==> config.mk <==
export PLATFORM = sky130hd
export DESIGN_NAME = cond_logic_flat
export DESIGN_NICKNAME = d
export VERILOG_FILES = /design/src/rtl/cond_logic_if.sv /design/src/rtl/cond_logic.sv /design/src/flat_wrapper.sv
export SDC_FILE = /design/constraint.sdc
export NUM_CORES = 1
export LEC_CHECK = 0
export CAP_MARGIN = 20
export CORE_MARGIN = 5
export CORE_UTILIZATION = 40
export DETAILED_ROUTE_END_ITERATION = 10
export PLACE_DENSITY = 0.77
export SLEW_MARGIN = 15
export SYNTH_ARGS = -nofsm -noshare
export SYNTH_HDL_FRONTEND = slang
export SYNTH_SLANG_ARGS = --single-unit
==> constraint.sdc <==
create_clock -name clk -period 2 [get_ports clk]
set_input_delay 0.2 -clock clk [delete_from_list [all_inputs] [get_ports clk]]
set_output_delay 0.2 -clock clk [all_outputs]
set_load 0.01 [all_outputs]
==> src/rtl/cond_logic_if.sv <==
// Decoder/ALU-side bundle for the conditional-execution stage: instruction
// controls and flags in, gated write strobes and debug state out.
interface cond_logic_if #(
  parameter int CNT_W = 16
);
  logic             en;
  logic [3:0]       Cond;
  logic [3:0]       ALUFlags;
  logic [1:0]       FlagW;
  logic             PCS;
  logic             RegW;
  logic             MemW;
  logic             PCSrc;
  logic             RegWrite;
  logic             MemWrite;
  logic             CondEx;
  logic [3:0]       Flags;
  logic [CNT_W-1:0] SquashCnt;

  modport master (
    output en, Cond, ALUFlags, FlagW, PCS, RegW, MemW,
    input  PCSrc, RegWrite, MemWrite, CondEx, Flags, SquashCnt
  );

  modport slave (
    input  en, Cond, ALUFlags, FlagW, PCS, RegW, MemW,
    output PCSrc, RegWrite, MemWrite, CondEx, Flags, SquashCnt
  );
endinterface

==> src/rtl/cond_logic.sv <==
// ARM-style conditional execution: holds the architectural NZCV register,
// gates decoder write strobes by the condition and counts squashed instructions.
module cond_logic #(
  parameter int CNT_W = 16
) (
  input  logic        clk,
  input  logic        reset,
  cond_logic_if.slave bus
);

  logic [3:0]       flags_p0;
  logic [CNT_W-1:0] squash_p0;
  logic             condex;
  logic             pass_vld;

  // Condition is judged against the stored flags only; ALUFlags is never bypassed.
  function automatic logic cond_eval(input logic [3:0] c, input logic [3:0] f);
    logic n, z, cf, v;
    n  = f[3];
    z  = f[2];
    cf = f[1];
    v  = f[0];
    case (c)
      4'b0000: cond_eval = z;
      4'b0001: cond_eval = ~z;
      4'b0010: cond_eval = cf;
      4'b0011: cond_eval = ~cf;
      4'b0100: cond_eval = n;
      4'b0101: cond_eval = ~n;
      4'b0110: cond_eval = v;
      4'b0111: cond_eval = ~v;
      4'b1000: cond_eval = cf & ~z;
      4'b1001: cond_eval = ~cf | z;
      4'b1010: cond_eval = (n == v);
      4'b1011: cond_eval = (n != v);
      4'b1100: cond_eval = ~z & (n == v);
      4'b1101: cond_eval = z | (n != v);
      default: cond_eval = 1'b1;
    endcase
  endfunction

  function automatic logic [CNT_W-1:0] sat_inc(input logic [CNT_W-1:0] x);
    sat_inc = (&x) ? x : x + CNT_W'(1);
  endfunction

  assign condex   = cond_eval(bus.Cond, flags_p0);
  assign pass_vld = bus.en & condex;

  // Stage p0: architectural flags and squash counter
  always_ff @(posedge clk or posedge reset) begin
    if (reset) begin
      flags_p0  <= 4'b0000;
      squash_p0 <= '0;
    end else if (bus.en) begin
      if (condex) begin
        if (bus.FlagW[1]) flags_p0[3:2] <= bus.ALUFlags[3:2];
        if (bus.FlagW[0]) flags_p0[1:0] <= bus.ALUFlags[1:0];
      end else begin
        squash_p0 <= sat_inc(squash_p0);
      end
    end
  end

  assign bus.CondEx    = condex;
  assign bus.PCSrc     = bus.PCS  & pass_vld;
  assign bus.RegWrite  = bus.RegW & pass_vld;
  assign bus.MemWrite  = bus.MemW & pass_vld;
  assign bus.Flags     = flags_p0;
  assign bus.SquashCnt = squash_p0;

endmodule

==> src/flat_wrapper.sv <==
// flat-port wrapper written by rule: the top's interface ports become plain ports
module cond_logic_flat 
#(
  parameter int CNT_W = 16
)
  (clk, reset, bus_en, bus_Cond, bus_ALUFlags, bus_FlagW, bus_PCS, bus_RegW, bus_MemW, bus_PCSrc, bus_RegWrite, bus_MemWrite, bus_CondEx, bus_Flags, bus_SquashCnt);
  cond_logic_if #(.CNT_W(CNT_W)) bus_i ();
  input  logic clk;
  input  logic reset;
  input wire logic [$bits(bus_i.en)-1:0] bus_en;
  input wire logic [$bits(bus_i.Cond)-1:0] bus_Cond;
  input wire logic [$bits(bus_i.ALUFlags)-1:0] bus_ALUFlags;
  input wire logic [$bits(bus_i.FlagW)-1:0] bus_FlagW;
  input wire logic [$bits(bus_i.PCS)-1:0] bus_PCS;
  input wire logic [$bits(bus_i.RegW)-1:0] bus_RegW;
  input wire logic [$bits(bus_i.MemW)-1:0] bus_MemW;
  output wire logic [$bits(bus_i.PCSrc)-1:0] bus_PCSrc;
  output wire logic [$bits(bus_i.RegWrite)-1:0] bus_RegWrite;
  output wire logic [$bits(bus_i.MemWrite)-1:0] bus_MemWrite;
  output wire logic [$bits(bus_i.CondEx)-1:0] bus_CondEx;
  output wire logic [$bits(bus_i.Flags)-1:0] bus_Flags;
  output wire logic [$bits(bus_i.SquashCnt)-1:0] bus_SquashCnt;
  assign bus_i.en = bus_en;
  assign bus_i.Cond = bus_Cond;
  assign bus_i.ALUFlags = bus_ALUFlags;
  assign bus_i.FlagW = bus_FlagW;
  assign bus_i.PCS = bus_PCS;
  assign bus_i.RegW = bus_RegW;
  assign bus_i.MemW = bus_MemW;
  assign bus_PCSrc = bus_i.PCSrc;
  assign bus_RegWrite = bus_i.RegWrite;
  assign bus_MemWrite = bus_i.MemWrite;
  assign bus_CondEx = bus_i.CondEx;
  assign bus_Flags = bus_i.Flags;
  assign bus_SquashCnt = bus_i.SquashCnt;
  cond_logic #(.CNT_W(CNT_W)) u_core (.clk(clk), .reset(reset), .bus(bus_i));
endmodule
## Word level (Yosys, flattened, before mapping)

Index checks and enable logic that the tools add are counted.
Widths: inputs -> output; s select.

- Output and inout port bits: 24
- Logic and storage cells: 39
- Bits in registers: 20

- Multiplexer cells: 1
- $add $sub $neg: 1
- Reductions and logical operators: 5
- Equality and inequality tests: 15
- Bitwise gates (word level): 14

Operators by type and width:

| kind | count |
|---|---|
| $eq 4x4->1 const B | 6 |
| $add 16x1->16 const B | 1 |
| $eq 4x3->1 const B | 4 |
| $reduce_and 16->1 | 1 |
| $pmux 1 s14 | 1 |
| $reduce_and 3->1 | 3 |
| $eq 4x2->1 const B | 2 |
| $and 1x1->1 | 6 |
| $not 1->1 | 6 |
| $eq 4x1->1 const B | 1 |
| $logic_not 4->1 | 1 |
| $or 1x1->1 | 2 |
| $eq 1x1->1 | 1 |
| $ne 1x1->1 | 1 |

## Logic depth before layout (Yosys ltp)

Gate-level depths: netlist of the first run.

- Depth after elaboration: 5
- Depth in mapped cells: 8
- Depth with buffers taken out: 7

## Worst setup path before layout of the first run

Ideal clock, no wire load.

- Path type: register -> register
- Start point: reg u_core.flags_p0[3] (netlist: u_core.bus.Flags[3])
- End point: reg u_core.flags_p0[0] (netlist: u_core.bus.Flags[0])
- Setup time: 125 ps
- Clock period less this slack: 2152 ps
- Path buffers: 1
- Arrival time: 2027 ps
- Stages on the path, launching flop included: 8
- Path slack: -152 ps
- Data required time: 1875 ps
- Cells stage by stage: dfrtp_1 or4b_1 a31oi_1 o21a_2 or3_1 buf_2 and3_4 mux2_4

- Longest elaborated chain between the ends: 4
- Elaborated cells between the ends (all ways): 7

RTL lines:

| item | line | RTL |
|---|---|---|
| start, declared | cond_logic.sv:11 | `logic [3:0] flags_p0;` |
| start signal, assigned | cond_logic.sv:56 | `if (bus.FlagW[1]) flags_p0[3:2] <= bus.ALUFlags[3:2];` |
| $ne 1x1->1 / $eq 1x1->1 (equally long branches) | n/a |  |
| $or 1x1->1 / $and 1x1->1 (equally long branches) | cond_logic.sv:37, cond_logic.sv:36 |  |
| $pmux 1 s14 * | cond_logic.sv:23 | `case (c)` |
| named net bus_CondEx | flat_wrapper.sv:20 | `output wire logic [$bits(bus_i.CondEx)-1:0] bus_CondEx;` |
| $reduce_and 3->1 (no source line) * | n/a |  |

Mark *: on every way through the listed nets, which the timed path passes. The rest lies on a longest branch.
A chain may end at the register's enable or synchronous reset.

## Final worst setup path of the first run

- Start point: reg u_core.flags_p0[3] (netlist: u_core.bus.Flags[3])
- End point: out bus_PCSrc

- Longest elaborated chain between the ends: 5
- Elaborated cells between the ends (all ways): 8

RTL lines:

| item | line | RTL |
|---|---|---|
| $ne 1x1->1 / $eq 1x1->1 (equally long branches) | n/a |  |
| $or 1x1->1 / $and 1x1->1 (equally long branches) | cond_logic.sv:37, cond_logic.sv:36 |  |
| $pmux 1 s14 * | cond_logic.sv:23 |  |
| $and 1x1->1 * | cond_logic.sv:47 | `assign pass_vld = bus.en & condex;` |
| $and 1x1->1 * | cond_logic.sv:65 | `assign bus.PCSrc = bus.PCS & pass_vld;` |
| end, declared | flat_wrapper.sv:17 | `output wire logic [$bits(bus_i.PCSrc)-1:0] bus_PCSrc;` |

Mark *: on every way between the ends. The rest lies on a longest branch, timed or not.

==> flow_metrics.py, run 1 <==
metrics = {
    "cts": {
        "max-clock-path-buffers": 2,
        "clk_pin_slew_ps": 120,
        "cts_hold_buf": 0,
        "cts_num_sinks": 20,
        "h-tree-depth": 1,
        "clock_latency_ps": 300,
        "cts_root_buf": "clkbuf_4",
        "cts_tree": "built",
        "cts_inserted_buffers": 3,
    },
    "setup_path": {
        "arrival_ps": 2000,
        "slowest_stage": "or4b_1",
        "cp.required_ps": 1800,
        "max_stage_delay_ps": 470,
        "rrSetupSlack_ps": -130,
        "cp_cell_sequence": "or4b_1 -> a31oi_1 -> o21a_2 -> or3_4 -> and3_1 -> buf_2",
        "worstSetupPathType": "flip-flop to output pin",
        "worstPathMaxFanout": 4,
        "r2r_end": "u_core.bus.Flags[0]",
        "timing.rr.start": "u_core.bus.Flags[3]",
        "startpoint_type": "flip-flop",
        "critPathCaptureType": "output pin",
        "reg2reg_depth": 7,
    },
    "synthesis": {
        "synth_cell_types": 35,
        "synth.area.top_cells": "dfrtp_1, xnor2_1, mux2_4, nand3_1, and3_1",
        "synth_nets": 127,
        "ys_seq_area_share_pct": 43.4,
        "ys_warn_count": 0,
        "synth_top_area_cell": "dfrtp_1",
        "netlist_instances": 110,
        "synthDominantCellAreaShare_pct": 43.4,
        "syn_area_per_cell_um2": 10.5,
        "ys_ff_latch": 20,
        "syn-cell-area_um2": 1150,
    },
    "place": {
        "dpl_cell_area_um2": 1720,
        "pre_cts_slack_ps": -677,
        "port_buffers": 39,
        "dp.cells": 194,
        "gp_congestion": 0.771,
        "dp_hpwl_mm": 2.22,
    },
    "die": {
        "initial_core_util_pct": 41.8,
        "die_h_um": 63.7,
        "die_width_um": 63.7,
        "design.die.area_um2": 4060,
        "fp.coreArea_um2": 2760,
        "io_pins": 40,
        "num_rows": 19,
    },
    "finish": {
        "drive_gt1_share_pct": 25.4,
        "layout.cells.non_filler": 200,
        "diodes": 0,
        "multi_input_area_um2": 639,
        "seq_area_um2": 503,
        "area_growth_syn_to_layout_pct": 54.1,
        "nFillCells": 222,
        "nets": 187,
        "final_util_pct": 64.5,
        "final_area_um2": 1780,
    },
    "timing": {
        "setup_viol": 9,
        "finalHoldViolations": 0,
        "fin_crit_ps": 2200,
        "fin_worst_skew_ps": 3.47,
        "worst_slack_ps": -201,
        "grt_setup_unrepaired": "yes",
        "slew-limit-headroom_pct": 76.1,
        "fin_setup_tns_ps": -1220,
        "worstMarginPinSlew_ps": 356,
        "hold_ws_ps": 215,
        "finalMaxSlewViolations": 0,
        "max_clock_freq_mhz": 454,
        "fin_crit_sh_pct": 110,
    },
    "global_routing": {
        "grt_max_degree": 21,
        "grt_pass1_vias": 1125,
        "antenna_found_initial": 0,
        "grt.overflow.total": 0,
        "grt_pass1_wl_mm": 5.07,
        "track_usage_pct": 15.2,
    },
    "power": {
        "leakagePower_nw": 0.782,
        "vdd_ir_drop_max_uv": 964,
        "clock_power_share_pct": 13.4,
        "power_mw": 1.80,
        "intPower_mw": 1.20,
        "powerDensity_nw_per_um2": 1010,
        "seqPwrFrac_pct": 34.9,
        "power_frac_comb_pct": 51.7,
        "p_sw_share_pct": 33.3,
        "power.switching_mw": 0.599,
    },
    "outcome": {
        "violations": "negative setup slack",
        "status": "finished, violations left",
    },
    "routing": {
        "wl_per_cell_um": 14.6,
        "drt_pass1_iterations": 4,
        "drt_iter0_markers": 47,
        "drc": 0,
        "routed_via_density": 5.21,
        "routed_wl_mm": 2.93,
        "num_vias": 1042,
        "ant_nets": 0,
    },
    "flow_run": {
        "drv_cap": 0,
    },
    "worst_hold_path": {
        "min_path_type": "input pin to async pin",
    },
}
final cells by class:
cell class	instances	share of cell area, %
sequential	20	28.3
tap	31	2.18
inverter	3	0.633
timing repair buffer	60	30.9
multi-input combinational	82	36.0
clock buffer	4	2.04
cells in the mapped netlist (all sizes together):
cell type	number
nor3	2
a221oi	1
nor4	1
nand4	5
o21a	2
mux2i	2
a22oi	1
xor2	2
nand3b	1
and2	1
nor3b	2
buf	5
ha	1
xnor2	15
or3	1
nor4bb	1
mux2	5
nand3	10
dfrtp	20
nand4b	1
inv	3
o211ai	1
a31oi	1
nand2	8
a41o	1
or4b	1
and3	7
nor2	4
o21ai	2
and4b	1
nand2b	2
critical path: cells and delay by family (launching register included):
family | cells | cell delay, ps
and+or+nand+nor | 3 | 750
DFF | 1 | 460
AOI/OAI and AO/OA | 2 | 370
buffers and inverters | 1 | 130
layer usage:
layer  part of all wire (%)  wire [um]  global-route usage [%]  vias to the layer above
li1                       -          -                       -                      511
met1                     42       1220                    17.3                      506
met2                     52       1530                    27.5                       21
met3                    4.3        125                    3.20                        4
met4                    1.5         44                    5.97                        0
met5                      0          0                       0                        -
how the worst max path moves through the flow:
stage	from	endpoint	slack, ps	depth (start not counted)
after CTS	u_core.bus.Flags[3]	bus_PCSrc	-220	6
after detailed placement	bus_Cond[3]	bus_PCSrc	-680	7
after global routing	u_core.bus.Flags[3]	bus_RegWrite	-260	6
after global placement	bus_Cond[2]	bus_PCSrc	-600	8
after floorplan	u_core.bus.Flags[3]	u_core.bus.Flags[3]	-40	7
final	u_core.bus.Flags[3]	bus_PCSrc	-200	6
state kept, by name (all words and copies together), names as in the netlist:
name                  count
u_core.bus.SquashCnt     16
u_core.bus.Flags          4
power by group through the flow:
stage	logic [mW]	registers, mW	clock network [mW]
after detailed placement	0.894	0.630	0
after global routing	1.01	0.648	0.270
after CTS	0.916	0.623	0.253
after global placement	0.877	0.623	0
final	0.932	0.629	0.241
after floorplan	0.354	0.686	0
layout by cell type, fill, tap and decap left out, drive strengths merged, types with 2 or more instances in the layout:
cell           instances
clkdlybuf4s50         32
buf                   25
dfrtp                 20
xnor2                 15
nand3                 10
nand2                  8
and3                   7
nand4                  5
mux2                   5
nor2                   4
clkbuf                 4
inv                    3
nor3                   2
nor3b                  2
mux2i                  2
xor2                   2
nand2b                 2
dlygate4sd2            2
o21a                   2
o21ai                  2
kinds of logic after synthesis:
family                     Yosys count  share of synthesized area (%)
DFF                                 20                           43.4
muxes                                7                           7.92
buffers and inverters                8                           3.14
xor gates and xnor gates            17                           12.9
and+or+nand+nor                     48                           25.8
adders and majority gates            1                           1.08
AOI/OAI and AO/OA                    9                           5.75
timing repair:
item,CTS,global route
resized for setup,22,6
pin swaps,5,6
endpoints found under the setup margin,23,20
buffers inserted,4,1
(Power assumes the default switching activity.)
==> run 2, diff against run 1 <==
--- a/config.mk
+++ b/config.mk
@@ -6,7 +6,7 @@
 export NUM_CORES = 1
 export LEC_CHECK = 0
 export CAP_MARGIN = 20
-export CORE_MARGIN = 5
+export CORE_MARGIN = 4
 export CORE_UTILIZATION = 40
 export DETAILED_ROUTE_END_ITERATION = 10
 export PLACE_DENSITY = 0.77
==> run 2 against run 1 <==
Net effect:
- via count rose by 4.4%
- sequential power rose by 0.8%
- setup slack improved by 5.9 ps
- die area fell by 6.2%
- largest cell class unchanged
- the run still ends with negative setup slack left
- register-to-register slack improved by 20 ps
- combinational power rose by 8%
- clock power rose by 39%
- largest power group unchanged
==> flow_metrics.py, run 2 (synthesis results as in run 1) <==
metrics = {
    "setup_path": {
        "slowest_stage": "or4b_4",
        "max_stage_delay_ps": 490,
        "startpoint_type": "flip-flop",
        "worstPathMaxFanout": 5,
        "worstSetupPathType": "flip-flop to output pin",
        "timing.rr.start": "u_core.bus.Flags[3]",
        "critPathCaptureType": "output pin",
        "cp_cell_sequence": "or4b_4 -> a31oi_1 -> o21a_2 -> or3_4 -> and3_4 -> buf_6",
        "critPathLaunch": "u_core.bus.Flags[3]",
        "cp.required_ps": 1800,
        "arrival_ps": 2000,
        "rrSetupSlack_ps": -110,
    },
    "timing": {
        "setup_viol": 16,
        "fin_setup_tns_ps": -1220,
        "worst_slack_ps": -196,
        "grt_setup_unrepaired": "yes",
        "finalHoldViolations": 0,
        "hold_ws_ps": 217,
        "finalMaxSlewViolations": 0,
        "max_clock_freq_mhz": 455,
        "slew-limit-headroom_pct": 76.6,
        "worstMarginPinSlew_ps": 351,
        "fin_crit_sh_pct": 110,
        "fin_worst_skew_ps": 11.4,
        "fin_crit_ps": 2200,
    },
    "cts": {
        "max-clock-path-buffers": 2,
        "cts_num_sinks": 20,
        "clk_pin_slew_ps": 130,
        "cts_hold_buf": 0,
        "cts_root_buf": "clkbuf_4",
        "cts_tree": "built",
        "cts_inserted_buffers": 3,
        "h-tree-depth": 1,
        "clock_latency_ps": 310,
    },
    "die": {
        "die_width_um": 61.7,
        "num_rows": 19,
        "die_h_um": 61.7,
        "fp.coreArea_um2": 2760,
        "initial_core_util_pct": 41.8,
        "io_pins": 40,
        "design.die.area_um2": 3810,
    },
    "global_routing": {
        "grt_pass1_wl_mm": 5.09,
        "antenna_found_initial": 0,
        "grt_max_degree": 21,
        "track_usage_pct": 18.1,
        "grt.overflow.total": 0,
        "grt_pass1_vias": 1183,
    },
    "power": {
        "leakagePower_nw": 0.812,
        "vdd_ir_drop_max_uv": 1020,
        "powerDensity_nw_per_um2": 1040,
    },
    "routing": {
        "num_vias": 1088,
        "routed_wl_mm": 3.34,
        "drt_pass1_iterations": 4,
        "drc": 0,
        "drt_iter0_markers": 52,
        "routed_via_density": 5.33,
        "ant_nets": 0,
        "wl_per_cell_um": 16.4,
    },
    "finish": {
        "final_area_um2": 1910,
        "final_common_cell": "clkdlybuf4s50_1",
        "largest_reg_flops": 16,
        "drive_gt1_share_pct": 34.1,
        "area_growth_syn_to_layout_pct": 65.5,
        "final_cell_mix": "clkdlybuf4s50_1, buf_4, dfrtp_1, xnor2_1, nand2_1",
        "diodes": 0,
        "nets": 191,
    },
    "flow_run": {
        "drv_cap": 0,
    },
    "place": {
        "dpl_cell_area_um2": 1740,
        "gp_congestion": 0.948,
        "port_buffers": 39,
        "dp_hpwl_mm": 2.34,
        "pre_cts_slack_ps": -734,
    },
    "worst_hold_path": {
        "min_path_type": "input pin to async pin",
    },
    "outcome": {
        "violations": "negative setup slack",
        "status": "finished, violations left",
    },
}
[run 2: metrics by stage]
stage | utilization (%) | cells | power [mW]
3_5_place_dp | 63.1 | 199 | 1.55
5_1_grt | 69.2 | 204 | 2.10
4_1_cts | 66.5 | 205 | 1.97
6_report | 69.2 | 204 | 1.98
3_3_place_gp | 63.1 | 199 | 1.51
2_1_floorplan | - | 110 | 1.04
[run 2: final cells by class]
cell class	count	area, um^2
sequential	20	504
clock buffer	3	22.5
inverter	3	11.3
tap	31	38.8
timing repair buffer	64	582
fill	215	848
multi-input combinational	82	721
clock inverter	1	30.0
[run 2: metal layers]
| metal | vias to the layer above | track usage [%] | wire [um] |
|---|---|---|---|
| met1 | 527 | 20.5 | 1370 |
| met2 | 34 | 33.2 | 1770 |
| met3 | 6 | 3.93 | 169 |
| met4 | 0 | 6.36 | 28 |
| met5 | - | 0 | 0 |
| li1 | 521 | - | - |
[run 2: timing repair]
| item | in CTS | in global routing |
|---|---|---|
| setup buffers | 2 | 1 |
| gates resized for setup | 27 | 16 |
| endpoints found under the setup margin | 20 | 24 |
| pin swaps | 8 | 15 |
[run 2: worst max-delay path, delay by kind of cell (launching register included)]
family / cells / cell delay [ps]
flip-flops: 1 / 460
AND/OR/NAND/NOR: 3 / 810
buffers and inverters: 1 / 100
AO/OA/AOI/OAI: 2 / 320
[run 2: final timing paths]
| path | to | cells past startpoint |
|---|---|---|
| worst min-delay path | u_core.bus.SquashCnt[5] | 3 |
| min in group clk | u_core.bus.Flags[0] | 2 |
| worst min register to register | u_core.bus.SquashCnt[11] | 1 |
| worst max-delay path | bus_RegWrite | 6 |
| max in group asynchronous | u_core.bus.SquashCnt[0] | 3 |
| worst max register to register | u_core.bus.Flags[1] | 7 |
[run 2: power by group]
part	leakage, nW	switching [mW]	internal, mW
sequential	0.257	0.120	0.513
combinational	0.527	0.396	0.618
clock	0.0279	0.133	0.203
